==> src/rtl/hex_scan_controller.sv <==
`timescale 1ns/1ps
`default_nettype none
// hex_scan_controller: scans one hex decoder across NUM_DIGITS common-anode 7-seg digits,
// with ghost blanking at each slot start and a frame-synchronous load handshake.
// Revision: 1.0
module hex_scan_controller #(
  parameter int NUM_DIGITS = 4,
  parameter int DIV        = 50000,
  parameter int BLANK_CYC  = 2
) (
  input  logic                      clock_i,
  input  logic                      reset_i,
  input  logic                      enable_i,
  input  logic                      load_valid_i,
  output logic                      load_ready_o,
  input  logic [4*NUM_DIGITS-1:0]   load_data_i,
  input  logic [NUM_DIGITS-1:0]     load_blank_i,
  output logic [3:0]                dec_code_o,
  input  logic [6:0]                dec_seg_i,
  output logic [6:0]                seg_n_o,
  output logic [NUM_DIGITS-1:0]     an_n_o,
  output logic                      frame_done_o
);

  localparam int SW = $clog2(DIV);
  localparam int DW = $clog2(NUM_DIGITS);
  localparam logic [SW-1:0] SLOT_LAST  = SW'(DIV - 1);
  localparam logic [SW-1:0] BLANK_LAST = SW'(BLANK_CYC - 1);
  localparam logic [DW-1:0] DIG_LAST   = DW'(NUM_DIGITS - 1);

  typedef enum logic [1:0] {
    S_IDLE  = 2'd0,
    S_BLANK = 2'd1,
    S_SHOW  = 2'd2
  } state_e;

  state_e                    state_q, state_d;
  logic [SW-1:0]             slot_q, slot_d;
  logic [DW-1:0]             digit_q, digit_d;
  logic [4*NUM_DIGITS-1:0]   shadow_val_q, shadow_val_d;
  logic [NUM_DIGITS-1:0]     shadow_blank_q, shadow_blank_d;
  logic [4*NUM_DIGITS-1:0]   pend_val_q, pend_val_d;
  logic [NUM_DIGITS-1:0]     pend_blank_q, pend_blank_d;
  logic                      pend_q, pend_d;
  logic [3:0]                dec_code_q, dec_code_d;
  logic [6:0]                seg_n_q, seg_n_d;
  logic [NUM_DIGITS-1:0]     an_n_q, an_n_d;
  logic                      accept;
  logic                      frame_end;

  assign accept       = load_valid_i & ~pend_q;
  assign frame_end    = (state_q == S_SHOW) && (digit_q == DIG_LAST) && (slot_q == SLOT_LAST);
  assign load_ready_o = ~pend_q;
  assign frame_done_o = frame_end;
  assign dec_code_o   = dec_code_q;
  assign seg_n_o      = seg_n_q;
  assign an_n_o       = an_n_q;

  always_comb begin
    state_d        = state_q;
    slot_d         = slot_q;
    digit_d        = digit_q;
    shadow_val_d   = shadow_val_q;
    shadow_blank_d = shadow_blank_q;
    pend_val_d     = pend_val_q;
    pend_blank_d   = pend_blank_q;
    pend_d         = pend_q;

    case (state_q)
      S_IDLE: begin
        if (accept) begin
          shadow_val_d   = load_data_i;
          shadow_blank_d = load_blank_i;
        end
        if (enable_i) begin
          state_d = S_BLANK;
          slot_d  = '0;
          digit_d = '0;
        end
      end
      S_BLANK, S_SHOW: begin
        // Shadow only changes at a frame boundary or when scanning stops.
        if (!enable_i || frame_end) begin
          if (pend_q) begin
            shadow_val_d   = pend_val_q;
            shadow_blank_d = pend_blank_q;
            pend_d         = 1'b0;
          end else if (accept) begin
            shadow_val_d   = load_data_i;
            shadow_blank_d = load_blank_i;
          end
        end else if (accept) begin
          pend_val_d   = load_data_i;
          pend_blank_d = load_blank_i;
          pend_d       = 1'b1;
        end

        if (!enable_i) begin
          state_d = S_IDLE;
          slot_d  = '0;
          digit_d = '0;
        end else if (state_q == S_BLANK) begin
          slot_d = slot_q + SW'(1);
          if (slot_q == BLANK_LAST) begin
            state_d = S_SHOW;
          end
        end else if (slot_q == SLOT_LAST) begin
          state_d = S_BLANK;
          slot_d  = '0;
          digit_d = (digit_q == DIG_LAST) ? '0 : digit_q + DW'(1);
        end else begin
          slot_d = slot_q + SW'(1);
        end
      end
      default: begin
        state_d = S_IDLE;
        slot_d  = '0;
        digit_d = '0;
      end
    endcase
  end

  // Outputs are derived from next-state values so the registers line up with state_q.
  always_comb begin
    dec_code_d = '0;
    an_n_d     = '1;
    for (int i = 0; i < NUM_DIGITS; i++) begin
      if (digit_d == DW'(i)) begin
        dec_code_d = shadow_val_d[4*i +: 4];
        if ((state_d == S_SHOW) && !shadow_blank_d[i]) begin
          an_n_d[i] = 1'b0;
        end
      end
    end
    seg_n_d = (an_n_d != '1) ? dec_seg_i : 7'h7F;
  end

  always_ff @(posedge clock_i or posedge reset_i) begin
    if (reset_i) begin
      state_q        <= S_IDLE;
      slot_q         <= '0;
      digit_q        <= '0;
      shadow_val_q   <= '0;
      shadow_blank_q <= '1;
      pend_val_q     <= '0;
      pend_blank_q   <= '0;
      pend_q         <= 1'b0;
      dec_code_q     <= 4'h0;
      seg_n_q        <= 7'h7F;
      an_n_q         <= '1;
    end else begin
      state_q        <= state_d;
      slot_q         <= slot_d;
      digit_q        <= digit_d;
      shadow_val_q   <= shadow_val_d;
      shadow_blank_q <= shadow_blank_d;
      pend_val_q     <= pend_val_d;
      pend_blank_q   <= pend_blank_d;
      pend_q         <= pend_d;
      dec_code_q     <= dec_code_d;
      seg_n_q        <= seg_n_d;
      an_n_q         <= an_n_d;
    end
  end

endmodule
`default_nettype wire

==> config.mk <==
export PLATFORM = sky130hd
export DESIGN_NAME = hex_scan_controller
export DESIGN_NICKNAME = d
export VERILOG_FILES = /design/src/rtl/hex_scan_controller.sv
export SDC_FILE = /design/constraint.sdc
export NUM_CORES = 1
export LEC_CHECK = 0
export CORE_MARGIN = 3
export CORE_UTILIZATION = 51
export DETAILED_ROUTE_END_ITERATION = 6
export PLACE_DENSITY = 0.73
export SYNTH_ARGS = -nofsm -noshare
export SYNTH_HDL_FRONTEND = slang
export SYNTH_SLANG_ARGS = --single-unit
==> constraint.sdc <==
create_clock -name clock_i -period 4 [get_ports clock_i]
set_clock_uncertainty 0.05 [all_clocks]
set_input_delay 0.4 -clock clock_i [delete_from_list [all_inputs] [get_ports clock_i]]
set_output_delay 0.4 -clock clock_i [all_outputs]
set_load 0.01 [all_outputs]
# == After elaboration in Yosys (flattened, before gate mapping) ==
# Index checks and enable logic that the tools add are counted.
# Widths: inputs -> output; s select.
# word_totals
regBits,76
word_cells,85
input_bits,31
output_inout_bits,17
# op_classes
add_sub_neg,2
bitwise_logic,3
n_eq_ne,11
reduce_logical,18
n_mux,40
# op_table
cell,count
$mux 16,7
$pmux 16 s2,2
$mux 4,7
$mux 2,10
$add 16x1->16 const B,1
$eq 16x1->1 const B,1
$eq 16x16->1 const B,1
$eq 2x2->1 const B,5
$mux 1,10
$pmux 2 s2,2
$pmux 4 s2,1
$mux 7,1
$logic_and 1x1->1,6
$logic_not 1->1,5
$eq 2x1->1 const B,2
$logic_not 2->1,2
$ne 4x4->1 const B,1
$reduce_and 3->1,1
$add 2x1->2 const B,1
$ne 2x2->1 const B,1
$not 1->1,2
$reduce_and 2->1,1
$reduce_bool 2->1,1
$reduce_or 2->1,1
2 further kinds,2

# == Longest topological paths before layout ==
# Gate-level depths: netlist of run 1.
# logic_depth
ltp_word,12
mapped_depth,11
mapped_depth_nobuf,9

# == Worst setup path after synthesis of run 1 ==
# OpenSTA, ideal clock, no wires.
# synth_timing
path_kind,flip-flop to flip-flop
startpoint,register state_q[0]
endpoint,register seg_n_q[0] (netlist: seg_n_o[0])
setup_ns,0.085
synth_period_minus_slack_ns,2.840
n_path_buf,0
t_arrival_ns,2.705
required_time_ns,3.865
setup_slack_ns,1.160
path_stages_with_launch,9
path_cell_list,dfrtp_1 -> ha_1 -> or4_1 -> nor4_2 -> mux2_2 -> and2_1 -> a2111o_1 -> a41oi_4 -> nand2b_1
# synth_via
elab_chain_cells,12
word_cells_on_any_way,41
classes_between,7 x eq/ne; 20 x mux; 14 x reduce/logical
# synth_lines
item,line_no,text
start: declaration,37,"state_e state_q, state_d;"
start signal: assignment,152,state_q <= state_d;
$eq 2x2->1,"52, 69",
$logic_and 1x1->1 (2 in a row),52,assign frame_end = (state_q == S_SHOW) && (digit_q == DIG_LAST) && (slot_q == SLOT_LAST);
$logic_or 1x1->1,83,if (!enable_i || frame_end) begin
$mux 4,83,
$pmux 4 s2,69,case (state_q)
$logic_not 1->1,130,if ((state_d == S_SHOW) && !shadow_blank_d[i]) begin
$logic_and 1x1->1,130,
$mux 1,130,
$mux 1,128,if (digit_d == DW'(i)) begin
$ne 4x4->1 *,135,seg_n_d = (an_n_d != '1) ? dec_seg_i : 7'h7F;
$mux 7 *,135,
via seg_n_d[0],46,"logic [6:0] seg_n_q, seg_n_d;"
end signal: assignment,161,seg_n_q <= seg_n_d;
end: declaration,46,
# The timed path passes the listed nets; every way through them passes the cells marked *.
# A chain may end at the register's enable or synchronous reset.

# == Worst setup path after layout of run 1 ==
# layout_timing
startpoint,register state_q[0]
endpoint,register seg_n_q[4] (netlist: seg_n_o[4])
# layout_via
word_cells_on_any_way,41
classes_between,7 x eq/ne; 20 x mux; 14 x reduce/logical
# layout_rtl
item,line_no,text
$eq 2x1->1,"69, 102",
$mux 2,102,end else if (state_q == S_BLANK) begin
$mux 2,98,if (!enable_i) begin
$pmux 2 s2 *,69,
via digit_d[1],39,"logic [DW-1:0] digit_q, digit_d;"
"$eq 2x1->1, or another cell as far along",128,
$mux 1,128,
$ne 4x4->1 *,135,
$mux 7 *,135,
via seg_n_d[4],46,
# Marks and branches as above.

==> results of run 1 <==
==> per-stage QoR <==
stage          area (um^2)  power [mW]  utilization [%]  hold WS (ns)  setup slack [ns]
2_1_floorplan         4340        2.04                -         0.415              1.16
3_3_place_gp          4950        2.37             60.0         0.438             0.860
3_5_place_dp          4950        2.41             60.0         0.442             0.758
4_1_cts               5150        3.02             62.4         0.465             0.755
5_1_grt               5150        3.23             62.4         0.476             0.498
6_report              5150        3.03             62.4         0.460             0.663
==> synthesized netlist by cell type, types with 3 or more instances <==
cell	instances	area, um^2
mux2_2	21	236
o21ai_0	56	280
o21ai_1	3	15.0
nor2b_1	5	31.3
a221o_1	5	50.1
and2_1	3	18.8
nand2_1	54	203
buf_1	3	11.3
o211ai_1	3	22.5
o31a_1	3	26.3
nand3_1	6	30.0
nor2_1	30	113
a22o_1	14	123
ha_1	7	87.6
xor2_1	3	26.3
o22ai_1	5	31.3
a21oi_1	14	70.1
nand4_1	4	25.0
nor3_1	5	25.0
and3_1	10	62.6
clkbuf_1	19	71.3
or3_1	4	25.0
dfrtp_1	61	1530
a22oi_1	16	120
nand2b_1	8	50.1
mux2i_1	16	160
inv_1	8	30.0
or2_2	6	37.5
dfstp_2	15	394
a311oi_1	3	26.3
==> worst max-delay path, stage by stage, from the launching register on <==
cell and delay (ns):
dfrtp_1 0.43, inv_1 0.09, ha_1 0.63, and2_1 0.41, nand2_1 0.09, mux2_2 0.28, a21oi_1 0.49, o211ai_1 0.26
a41oi_4 0.41, nand2b_1 0.11
==> flip-flops by register name, summed over array words and instances (netlist names) <==
signal          count
pend_val_q         16
shadow_val_q       16
slot_q             16
seg_n_o             7
an_n_o              4
dec_code_o          4
pend_blank_q        4
shadow_blank_q      4
digit_q             2
state_q             2
pend_q              1
==> layer usage <==
metal / routed length [um] / GRT usage (%) / up-vias / part of all wire (%)
met5: 0 / 0 / - / 0
met4: 286 / 10.9 / 0 / 2.6
met3: 738 / 3.64 / 22 / 6.7
met2: 5110 / 36.1 / 159 / 47
met1: 4840 / 32.9 / 1919 / 44
li1: - / - / 1758 / -
==> power by group through the flow <==
stage                     Combinational [mW]  Sequential, mW  Clock (mW)
after floorplan                        0.880            1.16           0
after global placement                  1.17            1.21           0
after detailed placement                1.20            1.22           0
after CTS                               1.21            1.20       0.609
after global routing                    1.34            1.24       0.642
final                                   1.22            1.21       0.600
==> final timing paths <==
path | cells past startpoint | endpoint | startpoint
worst max register to register | 9 | seg_n_o[4]$_DFF_PP1_ | state_q[0]$_DFF_PP0_
min in group asynchronous | 2 | pend_val_q[10]$_DFFE_PP0P_ | reset_i
worst min register to register | 1 | pend_val_q[6]$_DFFE_PP0P_ | pend_val_q[6]$_DFFE_PP0P_
worst min-delay path | 1 | pend_val_q[6]$_DFFE_PP0P_ | pend_val_q[6]$_DFFE_PP0P_
worst max-delay path | 9 | seg_n_o[4]$_DFF_PP1_ | state_q[0]$_DFF_PP0_
max in group asynchronous | 3 | seg_n_o[1]$_DFF_PP1_ | reset_i
==> cells by family (layout without fill, tap and decap cells) <==
group | Yosys count | after routing
flip-flops | 76 | 76
adder cells (fa/ha/maj) | 7 | 7
XOR/XNOR | 4 | 4
AND/OR/NAND/NOR | 148 | 148
multiplexers | 37 | 37
AO/OA/AOI/OAI | 148 | 148
buffers and inverters | 30 | 83
==> final cells by class <==
cell class                 count  area [um^2]
clock buffer                   9          124
inverter                       8         30.0
multi-input combinational    344         2310
fill                         680         3110
clock inverter                 7         76.3
timing repair buffer          59          561
tap                          105          131
sequential                    76         1920
==> flow_summary.json, run 1 <==
{
  "status": "complete, no violations",
  "io_buffers": 47,
  "drt_iter0_markers": 261,
  "synth-seq-cells": 76,
  "layout_common_cells": "61 x dfrtp_1, 56 x o21ai_0, 54 x nand2_1",
  "finalCritPeriodShare_pct": 83.4,
  "synth-edff-count": 0,
  "drc": 0,
  "gp_congestion": 0.904,
  "r2r_slack_ns": 0.66,
  "placementRows": 33,
  "synth_warnings": 0,
  "drv_cap": 0,
  "netlist_area_um2": 4340,
  "area_growth_pct": 18.8,
  "cts_buffer_depth": 2,
  "wire_per_inst_um": 18.1,
  "vias": 3858,
  "grt_pass1_vias": 3689,
  "tns_ns": 0,
  "hpwl_um": 7700,
  "tightest_slew_ns": 0.900,
  "grt_pass1_wl_um": 18300,
  "synthXorXnorAreaFrac_pct": 0.808,
  "cts_buffers": 9,
  "grt_overflow": 0,
  "slew_violations": 0,
  "async_flop_share_pct": 100,
  "drt-total-wl_um": 11000,
  "synthFlopType": "dfrtp_1",
  "mostFrequentLayoutCell": "dfrtp_1",
  "avgSynthCellArea_um2": 9.64,
  "pin_count": 48,
  "drive_gt1_share_pct": 16.9,
  "track_usage_pct": 23.5,
  "endpoint_kind": "flop",
  "setup_viol_count_final": 0,
  "startpoint_type": "flop",
  "synth_compound_area_share_pct": 23.9,
  "syn_inst": 450,
  "muxShareOfSynthArea_pct": 9.14,
  "viasPerCell": 6.35,
  "num_antenna_cells": 0,
  "cts_hold_buf": 0,
  "grt_max_degree": 42,
  "design.die.area_um2": 9650,
  "p_leak_nw": 2.16,
  "rsz0062_at_grt": "false",
  "slew_headroom_pct": 39.7,
  "cts_tree": "done",
  "final_cells": 608,
  "internal-power_mw": 1.86,
  "pwr-share-seq_pct": 39.9,
  "crit_arrival_ns": 3.56,
  "cp_data_required_time_ns": 4.23,
  "path_clk_slew_ns": 0.09,
  "switching_power_mw": 1.16,
  "dp_cells": 592,
  "clock_power_share_pct": 19.8,
  "die_x_um": 98.2,
  "die_h_um": 98.2,
  "synth_cell_types": 61,
  "cp_max_fo": 14,
  "antenna_found_initial": 0,
  "p_comb_share_pct": 40.3,
  "drt_first_pass_iters": 5,
  "min_period_ns": 3.34,
  "path_class": "reg2reg",
  "hp-class": "reg2reg",
  "finalHoldViolations": 0,
  "ir_drop_mv": 0.388,
  "h-tree-depth": 3,
  "cts_resized": 0,
  "cts_setup_buffers": 0,
  "nets": 536,
  "fmax_mhz": 300,
  "cts_root_buffer": "clkbuf_8",
  "core_area_um2": 8260,
  "powerDensity_nw_per_um2": 587,
  "ant_nets": 0,
  "synth_top_family_by_area": "compound AO/OA/AOI/OAI gates",
  "yosysSeqAreaShare_pct": 44.3,
  "clk_latency_ns": 0.36,
  "yosys.area_share.simple_pct": 17.2,
  "start_util_pct": 52.5,
  "synth_nets": 488,
  "synth_fa_ha_area_share_pct": 2.02,
  "cts_sinks": 76,
  "switching_share_pct": 38.4
}
No activity file was read; power rests on OpenSTA's default activity.
==> run 2, diff against run 1 <==
==> constraint.sdc (replaced) <==
create_clock -name clock_i -period 3.1 [get_ports clock_i]
set_clock_uncertainty 0.05 [all_clocks]
set_input_delay 0.31 -clock clock_i [delete_from_list [all_inputs] [get_ports clock_i]]
set_output_delay 0.31 -clock clock_i [all_outputs]
set_load 0.01 [all_outputs]
==> flow_summary.json, run 2 (synthesis gave the netlist of run 1 again) <==
{
  "path_clk_slew_ns": 0.09,
  "endpoint_kind": "flop",
  "cp_max_fo": 6,
  "crit_arrival_ns": 3.20,
  "setup_viol_count_final": 0,
  "slew_violations": 0,
  "grt_pass1_vias": 3709,
  "slew_headroom_pct": 59.6,
  "io_buffers": 47,
  "drt_first_pass_iters": 5,
  "tightest_slew_ns": 0.604,
  "switching_power_mw": 1.49,
  "drc": 0,
  "finalHoldViolations": 0,
  "cts_tree": "done",
  "grt_max_degree": 77,
  "hp-class": "in2async",
  "cp_data_required_time_ns": 3.28,
  "placementRows": 33,
  "grt_pass1_wl_um": 18600,
  "wire_per_inst_um": 18.0,
  "finalPower_mw": 3.96,
  "ir_drop_mv": 0.446,
  "die_h_um": 98.2,
  "vias": 3808,
  "placed_area_um2": 5060,
  "dr_wl_met3_um": 613,
  "r2r_slack_ns": 0.08,
  "crit_path_cell_trace": "or4_4 -> or4_4 -> nor2_4 -> buf_4 -> nor2_2 -> a221o_1 -> o211a_1 -> a221o_1",
  "track_usage_pct": 23.9,
  "drive_gt1_share_pct": 19.0,
  "crit_buf_inv": 1,
  "antenna_found_initial": 0,
  "slowest_stage": "or4_4",
  "p_comb_share_pct": 42.3,
  "die_x_um": 98.2,
  "switching_share_pct": 37.8,
  "clk_latency_ns": 0.35,
  "design.die.area_um2": 9650,
  "startpoint_type": "flop",
  "grt_overflow": 0,
  "layout_common_cells": "61 x dfrtp_1, 56 x o21ai_0, 54 x nand2_1",
  "min_period_ns": 3.02,
  "setup_slack_ns": 0.0835,
  "pin_count": 48,
  "h-tree-depth": 3,
  "gp_congestion": 0.858,
  "drt-total-wl_um": 11200,
  "tns_ns": 0,
  "ant_nets": 0,
  "design_area_um2": 5300,
  "finalCritPeriodShare_pct": 97.3,
  "reg_top3": "pend_val_q: 16 flops, shadow_val_q: 16 flops, slot_q: 16 flops",
  "cts_root_buffer": "clkbuf_8",
  "pwr-share-seq_pct": 38.6,
  "path_class": "reg2reg",
  "n_fill_cell": 667,
  "status": "complete, no violations",
  "start_util_pct": 52.5,
  "powerDensity_nw_per_um2": 747,
  "mostFrequentLayoutCell": "dfrtp_1",
  "internal-power_mw": 2.46,
  "post-place-ws_ns": 0.0714,
  "area_growth_pct": 22.1,
  "slowest_delay_ns": 0.61,
  "drt_iter0_markers": 281,
  "viasPerCell": 6.13,
  "cts_buffers": 9,
  "cts_buffer_depth": 2,
  "core_area_um2": 8260,
  "hpwl_um": 7820,
  "wl_met1_um": 5030,
  "critPathTopFamily": "simple AND/OR/NAND/NOR gates",
  "holdWs_ns": 0.325,
  "clock_power_share_pct": 19.0,
  "nets": 549,
  "wl_met2_um": 5360,
  "cts_sinks": 76,
  "routed.top_layer": "met4",
  "multi_input_area_um2": 2340,
  "fmax_mhz": 332,
  "num_antenna_cells": 0,
  "seq_area_um2": 1920,
  "drv_cap": 0,
  "p_leak_nw": 2.24
}
-- run 2: cell types whose count changed in the layout (fill, tap and decap cells not counted), sizes merged --
cell and change:
buf +13, clkbuf +2, clkinv -1, inv -1
-- run 2: final cells by class --
type,instances,share of cell area [%]
Multi-Input combinational cell,344,44.1
Clock buffer,11,2.48
Sequential cell,76,36.3
Timing Repair Buffer,72,12.9
Inverter,8,0.567
Clock inverter,5,1.18
Tap cell,105,2.48
-- run 2: final timing paths --
path                            cells after the start                    endpoint                       start
min in group clock_i                                2        seg_n_o[4]$_DFF_PP1_                dec_seg_i[4]
max in group asynchronous                           3         an_n_o[1]$_DFF_PP1_                     reset_i
worst max register to register                      8     dec_code_o[0]$_DFF_PP0_      slot_q[11]$_DFFE_PP0P_
worst min register to register                      1  pend_val_q[11]$_DFFE_PP0P_  pend_val_q[11]$_DFFE_PP0P_
worst max-delay path                                8     dec_code_o[0]$_DFF_PP0_      slot_q[11]$_DFFE_PP0P_
worst min-delay path                                3       slot_q[3]$_DFFE_PP0P_                     reset_i
-- run 2: layer usage --
layer / vias to the layer above / track usage (%)
li1: 1797 / -
met1: 1867 / 33.9
met2: 129 / 37.4
met3: 15 / 3.57
met4: 0 / 8.40
met5: - / 0
-- run 2: through the flow --
step / utilization (%) / std cells
2_1_floorplan: - / 450
3_3_place_gp: 61.3 / 603
3_5_place_dp: 61.3 / 603
4_1_cts: 63.8 / 621
5_1_grt: 64.1 / 621
6_report: 64.1 / 621
-- run 2: worst reg2reg max path: stages, from the launching register on --
cell and delay [ns]:
dfrtp_1 0.43, or4_4 0.61, or4_4 0.58, nor2_4 0.13, buf_4 0.14, nor2_2 0.05, a221o_1 0.39, o211a_1 0.24
a221o_1 0.27
-- run 2: power groups by stage --
stage / Combinational, mW / Sequential, mW / Clock [mW]
after floorplan: 1.14 / 1.49 / 0
after global placement: 1.60 / 1.52 / 0
after detailed placement: 1.63 / 1.54 / 0
after CTS: 1.64 / 1.52 / 0.767
after global routing: 1.84 / 1.57 / 0.816
final: 1.68 / 1.53 / 0.753
-- run 2: what timing repair did --
| item | CTS | global route |
|---|---|---|
| pin swaps | 1 | 2 |
| hold buffers | 0 | 0 |
| gates resized for setup | 0 | 4 |
| setup endpoints to repair | 1 | 18 |
| cloned | 0 | 0 |
| buffers inserted | 2 | 0 |
==> run 3, diff against run 2 <==
--- a/config.mk
+++ b/config.mk
@@ -5,10 +5,13 @@
 export SDC_FILE = /design/constraint.sdc
 export NUM_CORES = 1
 export LEC_CHECK = 0
+export CELL_PAD_IN_SITES_DETAIL_PLACEMENT = 0
+export CELL_PAD_IN_SITES_GLOBAL_PLACEMENT = 1
 export CORE_MARGIN = 3
-export CORE_UTILIZATION = 51
+export CORE_UTILIZATION = 44
 export DETAILED_ROUTE_END_ITERATION = 6
-export PLACE_DENSITY = 0.73
+export PLACE_DENSITY = 0.8
 export SYNTH_ARGS = -nofsm -noshare
 export SYNTH_HDL_FRONTEND = slang
 export SYNTH_SLANG_ARGS = --single-unit
+export TNS_END_PERCENT = 20
==> flow_summary.json, run 3 (synthesis gave the netlist of run 1 again) <==
{
  "status": "complete, no violations",
  "min_period_ns": 2.99,
  "finalHoldViolations": 0,
  "tns_ns": 0,
  "drc": 0,
  "track_usage_pct": 22.0,
  "grt_max_degree": 38,
  "drt_first_pass_iters": 4,
  "path_clk_slew_ns": 0.09,
  "cts_sinks": 76,
  "path_class": "reg2out",
  "fmax_mhz": 335,
  "cp_data_required_time_ns": 2.74,
  "clk_latency_ns": 0.36,
  "start_util_pct": 46.1,
  "cts_root_buffer": "clkbuf_8",
  "final_cells": 651,
  "hp-class": "in2async",
  "grt_overflow": 0,
  "cts_tree": "done",
  "drv_cap": 0,
  "multi_input_area_um2": 2320,
  "layout_common_cells": "61 x dfrtp_1, 56 x o21ai_0, 54 x nand2_1",
  "crit_path_cell_trace": "or4_4 -> or4_4 -> nor2_4 -> clkdlybuf4s50_1",
  "grt_pass1_vias": 3761,
  "r2r_slack_ns": 0.14,
  "viasPerCell": 5.77,
  "rsz0062_at_grt": "false",
  "antenna_found_initial": 0,
  "grt_pass1_wl_um": 19500,
  "powerDensity_nw_per_um2": 765,
  "mostFrequentLayoutCell": "dfrtp_1",
  "wire_per_inst_um": 18.0,
  "drt-total-wl_um": 11700,
  "crit_arrival_ns": 2.63,
  "slew_violations": 0,
  "r2r-end": "dec_code_o[0]$_DFF_PP0_",
  "h-tree-depth": 3,
  "drive_gt1_share_pct": 19.9,
  "seq_area_um2": 1920,
  "ir_drop_mv": 0.376,
  "hpwl_um": 8380,
  "die_h_um": 105,
  "ant_nets": 0,
  "placementRows": 35,
  "slowest_stage": "or4_4",
  "gp_congestion": 0.916,
  "tightest_slew_ns": 0.919,
  "core_area_um2": 9420,
  "setup_viol_count_final": 0,
  "finalCritPeriodShare_pct": 96.4,
  "p_leak_nw": 2.28,
  "slowest_delay_ns": 0.60,
  "n_fill_cell": 807,
  "dp_cells": 628,
  "die_x_um": 105,
  "path_common_cell": "or4_4",
  "startpoint_type": "flop",
  "slew_headroom_pct": 38.4,
  "r2r_start": "slot_q[11]$_DFFE_PP0P_",
  "reg_top3": "pend_val_q: 16 flops, shadow_val_q: 16 flops, slot_q: 16 flops",
  "cts_buffers": 9,
  "vias": 3758,
  "nets": 555,
  "endpoint_kind": "output pin",
  "num_antenna_cells": 0,
  "area_growth_pct": 24.1,
  "r2r_cells": 8,
  "design.die.area_um2": 11100,
  "drt_iter0_markers": 209,
  "cts_buffer_depth": 2,
  "io_buffers": 47,
  "pin_count": 48,
  "cts_hold_buf": 0,
  "cp_max_fo": 6
}
## run 3: cell count changes in the layout (fill, tap and decap cells not counted), moves of 2 or more
cell      before  now
buf_4         23   30
a221oi_1       0    2
a221oi_2       2    0
clkbuf_1       2    0
clkbuf_8       9   11
## run 3: layout make-up
type | instances | share of cell area [%]
flip-flops and latches | 76 | 35.7
clock inverters | 5 | 1.56
inverters | 8 | 0.558
multi-input cells | 344 | 43.1
clock buffers | 11 | 2.81
repair buffers | 78 | 13.3
well taps | 129 | 3.00
## run 3: through the flow
stage / area [um^2] / utilization (%) / power (mW) / worst slack, ns / hold slack [ns]
after global placement: 5080 / 54.0 / 3.18 / 0.139 / 0.439
final: 5380 / 57.2 / 4.12 / 0.113 / 0.303
after global routing: 5380 / 57.2 / 4.40 / 0.00551 / 0.358
after floorplan: 4340 / - / 2.63 / 0.260 / 0.370
after detailed placement: 5080 / 54.0 / 3.20 / 0.109 / 0.445
after CTS: 5340 / 56.7 / 4.11 / 0.0968 / 0.328
## run 3: what timing repair did
| action | CTS | global route |
|---|---|---|
| endpoints found under the hold margin | 0 | 0 |
| resized for setup | 0 | 1 |
| setup endpoints to repair | 1 | 7 |
| pin swaps | 1 | 6 |
| buffers inserted | 2 | 5 |
| cloned | 0 | 0 |
## run 3: how the worst max path moves through the flow
stage,to,startpoint,depth (start not counted)
finish,frame_done_o,slot_q[11]$_DFFE_PP0P_,4
global route,seg_n_o[6]$_DFF_PP1_,state_q[1]$_DFF_PP0_,9
CTS,seg_n_o[5]$_DFF_PP1_,state_q[1]$_DFF_PP0_,9
detailed placement,seg_n_o[5]$_DFF_PP1_,slot_q[11]$_DFFE_PP0P_,8
global placement,seg_n_o[2]$_DFF_PP1_,slot_q[11]$_DFFE_PP0P_,8
floorplan,seg_n_o[0]$_DFF_PP1_,state_q[0]$_DFF_PP0_,8
## run 3: per-layer routing
metal	share of wire, %	GRT usage, %
met1	48	32.1
met5	0	0
met4	1.3	7.69
met2	45	32.7
met3	5.6	4.04
## run 3: critical path: cells and delay by family (launching register included)
kind,cells,cell delay [ns]
simple gates,3,1.30
buf+inv,1,0.55
flops,1,0.42
## run 3: where the power goes
part	internal [mW]	leakage [nW]	switching [mW]
Sequential	1.32	0.940	0.214
Clock	0.499	0.112	0.404
Combinational	0.769	1.23	0.916
